**src/rtl/debug_frame_sequencer.sv**
```systemverilog
// Emits a fixed 31-byte ASCII snapshot of CPU/bus state over a byte valid/ready
// handshake, triggered by a halt rising edge or a dump request.
module debug_frame_sequencer (
  input  logic        clk,
  input  logic        reset_n,
  input  logic        halt,
  input  logic        dump_req,
  input  logic [15:0] addr,
  input  logic [7:0]  data,
  input  logic        rd,
  input  logic        wr,
  input  logic        cs,
  input  logic [7:0]  opcode,
  input  logic [15:0] pc,
  input  logic [15:0] last_pc,
  input  logic        tx_ready,
  output logic        tx_valid,
  output logic [7:0]  tx_data,
  output logic        busy,
  output logic        frame_done
);

  localparam int unsigned IDX_W    = 5;
  localparam int unsigned LAST_IDX = 30;

  typedef enum logic [1:0] {IDLE, SEND, DONE, CAPTURE} state_t;

  state_t             state;
  logic [IDX_W-1:0]   idx;
  logic               pending;
  logic               halt_d;
  logic               trig;
  logic               load;

  logic [15:0] snap_pc;
  logic [15:0] snap_last_pc;
  logic [7:0]  snap_opcode;
  logic [15:0] snap_addr;
  logic [7:0]  snap_data;
  logic        snap_rd;
  logic        snap_wr;
  logic        snap_cs;

  assign trig = (halt & ~halt_d) | dump_req;
  // A new frame starts either from IDLE on a trigger or from the queued-request capture cycle.
  assign load = ((state == IDLE) && trig) || (state == CAPTURE);

  function automatic logic [7:0] hex_char(input logic [3:0] n);
    return (n < 4'd10) ? (8'h30 + 8'(n)) : (8'h37 + 8'(n));
  endfunction

  function automatic logic [7:0] frame_byte(input logic [IDX_W-1:0] i);
    logic [7:0] b;
    b = 8'h00;
    case (i)
      5'd0:  b = 8'h50;
      5'd1:  b = hex_char(snap_pc[15:12]);
      5'd2:  b = hex_char(snap_pc[11:8]);
      5'd3:  b = hex_char(snap_pc[7:4]);
      5'd4:  b = hex_char(snap_pc[3:0]);
      5'd5:  b = 8'h20;
      5'd6:  b = 8'h4C;
      5'd7:  b = hex_char(snap_last_pc[15:12]);
      5'd8:  b = hex_char(snap_last_pc[11:8]);
      5'd9:  b = hex_char(snap_last_pc[7:4]);
      5'd10: b = hex_char(snap_last_pc[3:0]);
      5'd11: b = 8'h20;
      5'd12: b = 8'h4F;
      5'd13: b = hex_char(snap_opcode[7:4]);
      5'd14: b = hex_char(snap_opcode[3:0]);
      5'd15: b = 8'h20;
      5'd16: b = 8'h41;
      5'd17: b = hex_char(snap_addr[15:12]);
      5'd18: b = hex_char(snap_addr[11:8]);
      5'd19: b = hex_char(snap_addr[7:4]);
      5'd20: b = hex_char(snap_addr[3:0]);
      5'd21: b = 8'h20;
      5'd22: b = 8'h44;
      5'd23: b = hex_char(snap_data[7:4]);
      5'd24: b = hex_char(snap_data[3:0]);
      5'd25: b = 8'h20;
      5'd26: b = snap_rd ? 8'h52 : 8'h2D;
      5'd27: b = snap_wr ? 8'h57 : 8'h2D;
      5'd28: b = snap_cs ? 8'h43 : 8'h2D;
      5'd29: b = 8'h0D;
      5'd30: b = 8'h0A;
      default: b = 8'h00;
    endcase
    return b;
  endfunction

  // Field snapshot; the frame never looks at the live probe inputs.
  always_ff @(posedge clk or negedge reset_n) begin
    if (!reset_n) begin
      snap_pc      <= '0;
      snap_last_pc <= '0;
      snap_opcode  <= '0;
      snap_addr    <= '0;
      snap_data    <= '0;
      snap_rd      <= 1'b0;
      snap_wr      <= 1'b0;
      snap_cs      <= 1'b0;
    end else if (load) begin
      snap_pc      <= pc;
      snap_last_pc <= last_pc;
      snap_opcode  <= opcode;
      snap_addr    <= addr;
      snap_data    <= data;
      snap_rd      <= rd;
      snap_wr      <= wr;
      snap_cs      <= cs;
    end
  end

  always_ff @(posedge clk or negedge reset_n) begin
    if (!reset_n) begin
      state      <= IDLE;
      idx        <= '0;
      pending    <= 1'b0;
      halt_d     <= 1'b0;
      tx_valid   <= 1'b0;
      tx_data    <= 8'h00;
      busy       <= 1'b0;
      frame_done <= 1'b0;
    end else begin
      halt_d     <= halt;
      frame_done <= 1'b0;
      if (load) begin
        idx      <= '0;
        tx_data  <= 8'h50;
        tx_valid <= 1'b1;
        busy     <= 1'b1;
        state    <= SEND;
      end
      case (state)
        SEND: begin
          if (trig) pending <= 1'b1;
          if (tx_ready) begin
            if (idx == IDX_W'(LAST_IDX)) begin
              tx_valid   <= 1'b0;
              frame_done <= 1'b1;
              state      <= DONE;
            end else begin
              idx     <= idx + IDX_W'(1);
              tx_data <= frame_byte(idx + IDX_W'(1));
            end
          end
        end
        DONE: begin
          // A request arriving in this very cycle still counts as queued.
          if (pending || trig) begin
            pending <= 1'b1;
            state   <= CAPTURE;
          end else begin
            busy  <= 1'b0;
            state <= IDLE;
          end
        end
        CAPTURE: pending <= 1'b0;
        default: ;
      endcase
    end
  end

endmodule

```
**config.mk**
```make
export PLATFORM = sky130hd
export DESIGN_NAME = debug_frame_sequencer
export DESIGN_NICKNAME = d
export VERILOG_FILES = /design/src/rtl/debug_frame_sequencer.sv
export SDC_FILE = /design/constraint.sdc
export NUM_CORES = 1
export LEC_CHECK = 0
export CORE_UTILIZATION = 30
export CTS_CLUSTER_DIAMETER = 60
export DETAILED_ROUTE_END_ITERATION = 8
export DONT_BUFFER_PORTS = 1
export GPL_ROUTABILITY_DRIVEN = 0
export PLACE_DENSITY = 0.51
export RECOVER_POWER = 25
export SKIP_LAST_GASP = 1
export SYNTH_ARGS = -nofsm -noshare
export SYNTH_HDL_FRONTEND = slang
export SYNTH_SLANG_ARGS = --single-unit
```
**constraint.sdc**
```tcl
create_clock -name clk -period 2.55 [get_ports clk]
set_input_delay 0.255 -clock clk [delete_from_list [all_inputs] [get_ports clk]]
set_output_delay 0.255 -clock clk [all_outputs]
set_load 0.05 [all_outputs]
```
## Word level (Yosys, flattened, before mapping)

Index checks and enable logic that the tools add are counted.

- Input bits: 72
- Memory bits (writable): 0
- Flip-flop bits (word level): 87
- Bits in latches: 0
- Output and inout port bits: 11
- ROM bits: 0
- Memories kept: 0
- Logic and storage cells: 158

- Shifts and indexed selects: 0
- Reduce and logical (&&, ||, !) cells: 8
- Magnitude comparators: 16
- $mul: 0
- Divide/modulo/power cells: 0
- Bitwise logic cells: 3
- Equality and inequality tests: 36
- Add/sub/neg operators: 33
- Mux-type cells: 46

Operators with widths:

| operator | count |
|---|---|
| $add A6 B4 Y7 const A | 32 |
| $pmux W7 S27 | 1 |
| $mux W7 | 19 |
| $eq A5 B5 Y1 const B | 16 |
| $lt A4 B4 Y1 const B | 16 |
| $eq A5 B4 Y1 const B | 8 |
| $mux W8 | 4 |
| $eq A5 B3 Y1 const B | 4 |
| $mux W5 | 4 |
| $mux W1 | 12 |
| $eq A5 B2 Y1 const B | 2 |
| $mux W2 | 4 |
| $add A5 B1 Y5 const B | 1 |
| $eq A5 B1 Y1 const B | 1 |
| $logic_not A5 Y1 | 1 |
| $reduce_or A5 Y1 | 1 |
| $eq A2 B2 Y1 const B | 2 |
| $ne A2 B2 Y1 const B | 2 |
| $pmux W2 S2 | 1 |
| $pmux W1 S3 | 1 |
| $reduce_and A3 Y1 | 1 |
| $reduce_bool A3 Y1 | 1 |
| $eq A2 B1 Y1 const B | 1 |
| $logic_not A2 Y1 | 1 |
| other kinds (5) | 6 |

## Depth between registers and ports, before layout

Gate-level depths: netlist (run 1).

- Depth after elaboration: 9
- Gate-level depth with buffers: 11
- Gate-level depth less buffers: 9

## Worst setup path after synthesis (run 1)

Ideal clock, no wire load.

- Path type: reg-to-reg
- Start point: register idx[0]
- End point: register tx_data[0]
- Library setup time: 0.137 ns
- Required time: 2.413 ns
- Clock period less this slack: 2.343 ns
- Path buffers: 1
- Setup slack: 0.207 ns
- Data arrival time: 2.206 ns
- Stages on the path, launching flop included: 8
- Cells stage by stage: dfrtp_1 ha_1 buf_2 and2_0 a22o_1 a221o_1 o41ai_4 o21ai_1

- Word-level cells in the longest chain between the ends: 7
- Elaborated cells on any way between the ends: 38
- Those cells by class: add/sub: 1; eq/ne: 31; mux: 4; reduce/logical: 2

RTL lines:

| item | line | RTL |
|---|---|---|
| start, declared | 29 | `logic [IDX_W-1:0] idx;` |
| start signal, assigned | 144 | `idx <= idx + IDX_W'(1);` |
| $add A5 B1 Y5 | 145 | `tx_data <= frame_byte(idx + IDX_W'(1));` |
| $eq A5 B5 Y1, or another cell as far along | 55 | `case (i)` |
| $reduce_or A5 Y1 (no line) | - |  |
| $pmux W7 S27 | 55 |  |
| $mux W8 * | 139 | `if (idx == IDX_W'(LAST_IDX)) begin` |
| $mux W8 * | 138 | `if (tx_ready) begin` |
| $mux W8 * | 135 | `case (state)` |
| end signal, assigned | 145 |  |
| end, declared | 18 | `output logic [7:0] tx_data,` |

Every way passes the cells marked *; elsewhere a longest branch is shown, timed or not.
A chain may end at the register's enable or synchronous reset.

## Worst setup path in the final report (run 1)

- Start point: register idx[0]
- End point: register tx_data[1]

Same word-level chain as after synthesis.

==> results.json, run 1 <==
{
  "synth-edff-count": 0,
  "critPathKind": "reg2reg",
  "endpoint_kind": "flip-flop",
  "io_pins": 83,
  "intPower_mw": 4.501,
  "yosys_warnings": 0,
  "cts_max_path_buffers": 2,
  "synth.largest_area_cell": "dfrtp_1",
  "fmax_ghz": 0.4028,
  "critPathTopFamily": "buffers and inverters",
  "yosys-top-cells-area": "dfrtp_1 (35%), nand2_1 (12%), o21ai_0 (7.9%), ha_1 (5.0%), a21oi_1 (4.1%)",
  "cts_root_buf": "clkbuf_16",
  "avgViaCountPerCell": 5.563,
  "peakVddDrop_mv": 0.4215,
  "track_usage": 0.2045,
  "placed_cell_area_sq_um": 6870,
  "p_comb_frac": 0.517,
  "cp-start-kind": "flip-flop",
  "core_sq_um": 20300,
  "totalWireLength_mm": 21.39,
  "p_seq_frac": 0.329,
  "crit_slowest_cell": "dfrtp_1",
  "ys.flop_type": "dfrtp_1",
  "cap_viol_max_count": 0,
  "cts_buffers": 9,
  "gr-total-overflow": 0,
  "tightest_slew_ns": 1.282,
  "path_max_fanout": 21,
  "cts_sinks": 87,
  "start_util": 0.3067,
  "cts_tree": "built",
  "hp-class": "in2reg",
  "hpwl_mm": 16.32,
  "powerDensity_nw_per_um2": 1210,
  "grt_setup_unrepaired": "false",
  "arrival_ns": 2.72,
  "synth_cell_type_count": 69,
  "critPathRequiredTime_ns": 2.78,
  "final_area_sq_um": 7228,
  "drtPass1Iterations": 5,
  "min_period_ns": 2.483,
  "p_sw_frac": 0.4852,
  "io_buffer_count": 0,
  "synth-seq-cells": 87,
  "fin_tns_setup_ns": 0,
  "syn_nets": 918,
  "grt_pass1_wl_mm": 33.66,
  "hold_ws_ns": 0.01654,
  "power_switching_mw": 4.243,
  "fillers": 2204,
  "post_cts_buffers": 0,
  "die_h_um": 146.1,
  "antenna_found_initial": 1,
  "multi_input_area_sq_um": 3721,
  "postSynth.asyncResetShare": 1.000,
  "power_frac_clock": 0.154,
  "area_delta_synth_final_pct": 16.10,
  "finClkSkew_ns": 0.005793,
  "slew_headroom": 0.1453,
  "leakage_nw": 3.096,
  "drive_above_1_share": 0.1166,
  "yosysMostFrequentCell": "nand2_1",
  "nNetsFinal": 951,
  "crit_chain": "buf_4 > inv_1 > ha_1 > buf_12 > and3_1 > a31oi_1 > buf_4 > o22a_1 > nand3_1 > nor4_2 > o21ai_1",
  "synth_commonest_cells": "nand2_1 (198), o21ai_0 (98), dfrtp_1 (87)",
  "outcome": "finished clean",
  "ant_nets": 0,
  "cp_num_buf_inv": 4,
  "die_width_um": 146.1,
  "wire_per_inst_um": 18.96,
  "antennaDiodeCount": 0,
  "clk_latency_ns": 0.35,
  "critical_path.max_stage_delay_ns": 0.35,
  "ys_seq_area_frac": 0.3497,
  "htreeDepth": 3,
  "postSynthCellCount": 821,
  "die_area_sq_um": 21330,
  "route.detailed.drc": 0,
  "maxSlewViolCount": 0,
  "ff_latch_area_sq_um": 2178,
  "avgSynthCellArea_sq_um": 7.583,
  "grt_pass1_vias": 5922,
  "std_cell_rows": 52,
  "setup_viol": 0,
  "yosys.area.top_type_share": 0.3497,
  "finalCritPeriodShare": 0.9736,
  "via_count": 6275,
  "critPathMostFrequentCell": "buf_4",
  "hold_viol_final": 0,
  "clk_pin_slew_ns": 0.07,
  "drtIter0Drc": 539,
  "grt_max_degree": 88,
  "syn_area_sq_um": 6226
}
-- layout make-up --
type / count / area share
multi-input cells: 644 / 0.5148
well taps: 270 / 0.04674
repair buffers: 63 / 0.07184
clock inverters: 5 / 0.008136
inverters: 49 / 0.02545
clock buffers: 10 / 0.03168
flip-flops and latches: 87 / 0.3014
-- layout by cell type (no fill, tap or decap), types with 7 or more instances in the layout --
cell type / n
nand3_1: 25
a31oi_1: 7
a32oi_1: 7
nor3_1: 17
dfrtp_1: 86
clkbuf_16: 9
o21ai_0: 97
nor2_1: 35
a22oi_1: 9
nor2b_1: 14
xnor2_1: 16
o211ai_1: 7
buf_4: 56
ha_1: 23
a21oi_1: 50
inv_1: 49
nand2_1: 196
o22ai_1: 16
-- power by group through the flow --
stage | registers [mW] | logic, mW | clock network [mW]
3_5_place_dp | 2.89 | 4.39 | 0
4_1_cts | 2.87 | 4.47 | 1.37
6_report | 2.88 | 4.52 | 1.35
2_1_floorplan | 2.64 | 3.05 | 0
5_1_grt | 2.98 | 5.04 | 1.42
3_3_place_gp | 2.89 | 4.38 | 0
-- what timing repair did --
action,4_1_cts,5_1_grt
hold buffers,3,0
resized for setup,1,11
hold endpoints to repair,88,0
setup endpoints to repair,1,7
-- worst paths after layout --
kind	startpoint	endpoint	slack, ns	cells after the start
worst max register to register	idx[0]	tx_data[1]	0.07	11
worst max-delay path	idx[0]	tx_data[1]	0.07	11
worst min-delay path	cs	snap_cs	0.02	2
min in group asynchronous	reset_n	snap_last_pc[8]	0.69	2
max in group asynchronous	reset_n	snap_data[1]	0.96	2
worst min register to register	pending	pending	0.58	2
-- registers in the layout (all words and copies together), names as in the netlist, 2 cells and up --
register	count
idx	5
tx_data	8
state	2
snap_pc	16
snap_opcode	8
snap_data	8
snap_last_pc	16
snap_addr	16
-- stage by stage --
step                setup slack (ns)  cells  utilization  total power [mW]
floorplan                     0.2073    821            -             5.686
global placement             0.07623   1110       0.3384             7.265
detailed placement           0.01310   1110       0.3384             7.285
CTS                          0.06660   1128       0.3553             8.706
global route                 0.01000   1128       0.3561             9.438
finish                       0.06731   1128       0.3561             8.743
-- per-layer routing --
layer,global-route usage,vias to the layer above,share of wire
li1,-,2982,-
met1,0.2804,3014,0.46
met2,0.3189,240,0.45
met3,0.03531,37,0.058
met5,0,-,0.00056
met4,0.08229,2,0.031
-- logic make-up (layout without fill, tap and decap cells) --
kind of cell	count (synthesis)	after routing	share of synthesized area
buffers and inverters	90	127	0.06049
AO/OA/AOI/OAI	262	262	0.2691
AND/OR/NAND/NOR	340	340	0.2466
adder cells (fa/ha/maj)	25	25	0.05024
XOR/XNOR	17	17	0.02391
flip-flops	87	87	0.3497
No activity file was read; power rests on OpenSTA's default activity.
==> inputs of run 2 (changes only) <==
==> constraint.sdc (replaced) <==
create_clock -name clk -period 2.6 [get_ports clk]
set_input_delay 0.26 -clock clk [delete_from_list [all_inputs] [get_ports clk]]
set_output_delay 0.26 -clock clk [all_outputs]
set_load 0.05 [all_outputs]
==> run 2 against run 1 <==
  * Global-route usage shrank 0.49 points
  * Largest cell class unchanged
  * First-iteration DRC count decreased by 0.93%
  * Combinational power decreased by 5.5%
  * Die area unchanged
  * Largest power group unchanged
  * Flip-flop and latch count unchanged
  * Fmax rose by 2.3%
  * Register-to-register slack gained 0.11 ns
  * Critical path depth shrank 3
  * Clock power up 6%
==> results.json, run 2 (same netlist as run 1, synthesis figures left out) <==
{
  "finalCritPeriodShare": 0.9337,
  "io_pins": 83,
  "fin_tns_setup_ns": 0,
  "tightest_slew_ns": 1.229,
  "leakage_nw": 3.053,
  "cts_buffers": 9,
  "drtIter0Drc": 534,
  "cts_max_path_buffers": 2,
  "cp-start-kind": "flip-flop",
  "min_period_ns": 2.428,
  "final_cell_mix": "nand2_1 (196), o21ai_0 (98), dfrtp_1 (86), a21oi_1 (50), inv_1 (49)",
  "htreeDepth": 3,
  "grt_pass1_vias": 5845,
  "outcome": "finished clean",
  "path_max_fanout": 21,
  "peakVddDrop_mv": 0.4509,
  "clk_pin_slew_ns": 0.07,
  "avgViaCountPerCell": 5.371,
  "start_util": 0.3067,
  "maxSlewViolCount": 0,
  "drive_above_1_share": 0.1014,
  "powerDensity_nw_per_um2": 1190,
  "wire_per_inst_um": 18.42,
  "hp-class": "in2reg",
  "slew_headroom": 0.1804,
  "cts_sinks": 87,
  "grt_max_degree": 105,
  "cts_root_buf": "clkbuf_16",
  "cap_viol_max_count": 0,
  "largestRegisters": "snap_addr: 16 flops, snap_last_pc: 16 flops, snap_pc: 16 flops",
  "gr-total-overflow": 0,
  "crit_slowest_cell": "a221o_1",
  "r2r-start": "idx[0]",
  "critPathKind": "reg2reg",
  "startpoint": "idx[0]",
  "grt_pass1_wl_mm": 32.78,
  "cts_tree": "built",
  "area_delta_synth_final_pct": 15.33,
  "power_mw": 8.542,
  "io_buffer_count": 0,
  "antenna_found_initial": 0,
  "endpoint": "tx_data[5]",
  "post_cts_buffers": 0,
  "rr_worst_depth": 8,
  "track_usage": 0.1996,
  "std_cell_rows": 52,
  "setup_viol": 0,
  "die_width_um": 146.1,
  "worstReg2RegEnd": "tx_data[5]",
  "ant_nets": 0,
  "fmax_ghz": 0.4119,
  "antennaDiodeCount": 0,
  "endpoint_kind": "flip-flop",
  "core_sq_um": 20300,
  "route.detailed.drc": 0,
  "clk_latency_ns": 0.35,
  "hold_start": "addr[2]",
  "fillers": 2196,
  "via_count": 6005,
  "r2r_slack_ns": 0.17,
  "totalWireLength_mm": 20.60,
  "final_common_cell": "nand2_1",
  "arrival_ns": 2.65,
  "grt_setup_unrepaired": "false",
  "hpwl_mm": 15.65,
  "hold_viol_final": 0,
  "die_h_um": 146.1,
  "nNetsFinal": 940,
  "die_area_sq_um": 21330,
  "crit_chain": "ha_2 > buf_12 > and2_0 > a22o_1 > a221o_1 > o41ai_4 > buf_4 > a32oi_1",
  "critPathRequiredTime_ns": 2.82,
  "critical_path.max_stage_delay_ns": 0.39,
  "finClkSkew_ns": 0.007735,
  "drtPass1Iterations": 5
}
==> run 2: cell types whose count changed in the layout (fill, tap and decap cells not counted), sizes merged <==
| cell | delta |
|---|---|
| bufinv | +1 |
| buf | -11 |
==> run 2: final cells by class <==
type | instances | area (sq um) | share of cell area
Tap cell | 270 | 337.8 | 0.04705
Clock buffer | 10 | 229.0 | 0.03189
Multi-Input combinational cell | 644 | 3701 | 0.5154
Clock inverter | 6 | 92.59 | 0.01289
Timing Repair Buffer | 52 | 457.9 | 0.06377
Inverter | 49 | 183.9 | 0.02561
Sequential cell | 87 | 2178 | 0.3034
==> run 2: power breakdown <==
part           internal (mW)  switching, mW
registers               1.93          0.916
clock network          0.848          0.581
logic                   1.69           2.58
==> run 2: worst max-delay path, delay by kind of cell, from the launching register on <==
family | cells | cell delay [ns]
simple gates | 1 | 0.26
flops | 1 | 0.38
compound gates | 4 | 1.05
fa+ha+maj | 1 | 0.24
buf+inv | 2 | 0.36
==> run 2: worst min path at each step <==
stage	endpoint	depth (start not counted)
3_3_place_gp	snap_last_pc[11]	0
6_report	snap_addr[2]	2
5_1_grt	snap_addr[11]	2
3_5_place_dp	snap_last_pc[11]	0
2_1_floorplan	busy	0
4_1_cts	snap_addr[2]	2
==> run 2: stage by stage <==
step	setup slack, ns	area [sq um]	std cells	util	hold slack [ns]
after floorplan	0.2573	6226	821	-	-0.03559
final	0.1724	7181	1118	0.3537	0.01364
after detailed placement	0.1236	6813	1099	0.3356	-0.02807
after global routing	0.01430	7181	1118	0.3537	0.01474
after CTS	0.1224	7182	1118	0.3538	0.002681
after global placement	0.1441	6813	1099	0.3356	-0.02786
==> run 2: per-layer routing <==
metal | up-vias | global-route usage | wire [um] | share of wire
li1 | 2955 | - | - | -
met1 | 2788 | 0.2711 | 9167 | 0.45
met2 | 214 | 0.3112 | 9348 | 0.45
met3 | 48 | 0.03500 | 1275 | 0.062
met4 | 0 | 0.08698 | 807 | 0.039
met5 | - | 0 | 0 | 0
==> run 2: timing repair <==
| item | CTS | global route |
|---|---|---|
| hold endpoints to repair | 88 | 0 |
| hold buffers | 3 | 0 |
| endpoints found under the setup margin | 0 | 7 |
| resized for setup | 0 | 5 |
==> inputs of run 3 (changes only) <==
--- a/config.mk
+++ b/config.mk
@@ -10,7 +10,7 @@
 export DETAILED_ROUTE_END_ITERATION = 8
 export DONT_BUFFER_PORTS = 1
 export GPL_ROUTABILITY_DRIVEN = 0
-export PLACE_DENSITY = 0.51
+export PLACE_DENSITY_LB_ADDON = 0.15
 export RECOVER_POWER = 25
 export SKIP_LAST_GASP = 1
 export SYNTH_ARGS = -nofsm -noshare
==> run 3 against run 2 <==
  * Cell area down 0.30%
  * Register-to-register slack lost 0.10 ns
  * Core utilization shrank 0.10 points
  * Combinational power rose by 3%
  * Largest cell class unchanged
==> results.json, run 3 (same netlist as run 1, synthesis figures left out) <==
{
  "peakVddDrop_mv": 0.5129,
  "hpwl_mm": 16.56,
  "drtIter0Drc": 444,
  "nNetsFinal": 944,
  "arrival_ns": 2.77,
  "p_sw_frac": 0.4924,
  "io_buffer_count": 0,
  "cts_sinks": 87,
  "io_pins": 83,
  "outcome": "finished clean",
  "avgViaCountPerCell": 5.445,
  "start_util": 0.3067,
  "grt_max_degree": 107,
  "hold_viol_final": 0,
  "powerDensity_nw_per_um2": 1186,
  "core_sq_um": 20300,
  "cts_buffers": 9,
  "gr-total-overflow": 0,
  "setup_viol": 0,
  "antennaDiodeCount": 0,
  "intPower_mw": 4.309,
  "track_usage": 0.2075,
  "critPathRequiredTime_ns": 2.84,
  "fmax_ghz": 0.3957,
  "htreeDepth": 3,
  "power_mw": 8.490,
  "slew_headroom": 0.1676,
  "path_max_fanout": 21,
  "cap_viol_max_count": 0,
  "utilization": 0.3527,
  "hold_ws_ns": 0.01175,
  "critPathKind": "reg2reg",
  "rr_worst_depth": 10,
  "drtPass1Iterations": 6,
  "totalWireLength_mm": 21.79,
  "p_comb_frac": 0.517,
  "r2r_slack_ns": 0.07,
  "die_h_um": 146.1,
  "p_seq_frac": 0.337,
  "finalCritPeriodShare": 0.9720,
  "startpoint": "idx[0]",
  "antenna_found_initial": 0,
  "grt_pass1_vias": 5753,
  "multi_input_area_sq_um": 3720,
  "cp-start-kind": "flip-flop",
  "drive_above_1_share": 0.1068,
  "wire_per_inst_um": 19.42,
  "grt_setup_unrepaired": "false",
  "final_common_cell": "nand2_1",
  "ff_latch_area_sq_um": 2177,
  "worstReg2RegEnd": "tx_data[3]",
  "fillers": 2211,
  "clk_latency_ns": 0.36,
  "r2r-start": "idx[0]",
  "leakage_nw": 3.053,
  "min_period_ns": 2.527,
  "ant_nets": 0,
  "power_switching_mw": 4.181,
  "largestRegisters": "snap_addr: 16 flops, snap_last_pc: 16 flops, snap_pc: 16 flops",
  "endpoint_kind": "flip-flop",
  "endpoint": "tx_data[3]",
  "grt_pass1_wl_mm": 33.83,
  "clk_pin_slew_ns": 0.07,
  "die_width_um": 146.1,
  "tightest_slew_ns": 1.249,
  "power_frac_clock": 0.146,
  "area_delta_synth_final_pct": 14.99,
  "final_cell_mix": "nand2_1 (197), o21ai_0 (98), dfrtp_1 (87), a21oi_1 (50)",
  "cts_max_path_buffers": 2,
  "std_cell_rows": 52,
  "cts_tree": "built",
  "hp-class": "in2reg",
  "maxSlewViolCount": 0,
  "finClkSkew_ns": 0.01288,
  "route.detailed.drc": 0,
  "die_area_sq_um": 21330,
  "cts_root_buf": "clkbuf_16",
  "via_count": 6109
}
## run 3: cell types whose count changed in the layout (fill, tap and decap cells not counted), moves of 2 or more
cell	before	now
nor4_1	4	2
bufinv_16	2	0
buf_12	5	3
buf_4	44	49
nor4_2	0	2
## run 3: final cells by class
cell class	count	area share
multi-input cells	644	0.5196
flip-flops and latches	87	0.3041
repair buffers	56	0.06519
well taps	270	0.04719
clock buffers	10	0.03198
inverters	49	0.02569
clock inverters	6	0.006292
## run 3: through the flow
| stage | setup TNS [ns] | std cells | area (sq um) | setup slack (ns) |
|---|---|---|---|---|
| global route | 0 | 1122 | 7159 | 0.01427 |
| floorplan | 0 | 821 | 6226 | 0.2573 |
| detailed placement | -0.02558 | 1103 | 6818 | -0.02558 |
| finish | 0 | 1122 | 7159 | 0.07268 |
| global placement | 0 | 1103 | 6818 | 0.02174 |
| CTS | 0 | 1122 | 7142 | 0.02326 |
## run 3: worst min path at each step
stage	from	to	slack, ns	cells after the start
detailed placement	reset_n	snap_last_pc[11]	-0.03	0
global route	pc[2]	snap_pc[2]	0.02	2
finish	last_pc[2]	snap_last_pc[2]	0.01	2
floorplan	reset_n	busy	-0.04	0
CTS	last_pc[2]	snap_last_pc[2]	0.002	2
global placement	reset_n	snap_last_pc[11]	-0.03	0
## run 3: metal layers
metal	up-vias	GRT usage	share of wire
met4	0	0.06615	0.023
met2	170	0.3294	0.46
met1	2948	0.2829	0.46
met5	-	0	0
met3	32	0.04156	0.058
li1	2959	-	-
## run 3: what timing repair did
action / in CTS / in global routing
gates resized for setup: 1 / 7
hold buffers: 3 / 0
endpoints found under the hold margin: 88 / 0
pin swaps: 1 / 2
gates cloned: 0 / 0
setup buffers: 0 / 0
setup endpoints to repair: 1 / 7
## run 3: critical path, cell delays in order, from the launching register on
cell and delay [ns]:
dfrtp_1 0.39, ha_2 0.26, buf_12 0.18, and2_1 0.22
and3_1 0.19, a31oi_1 0.19, buf_4 0.17, o311ai_0 0.14
nor4_1 0.38, and4_1 0.24, o21ai_1 0.05
## run 3: power by group through the flow
stage | Sequential (mW) | Clock, mW | Combinational [mW]
after floorplan | 2.59 | 0 | 2.99
after CTS | 2.86 | 1.28 | 4.34
final | 2.86 | 1.24 | 4.39
after global placement | 2.88 | 0 | 4.27
after detailed placement | 2.88 | 0 | 4.27
after global routing | 2.97 | 1.33 | 4.90
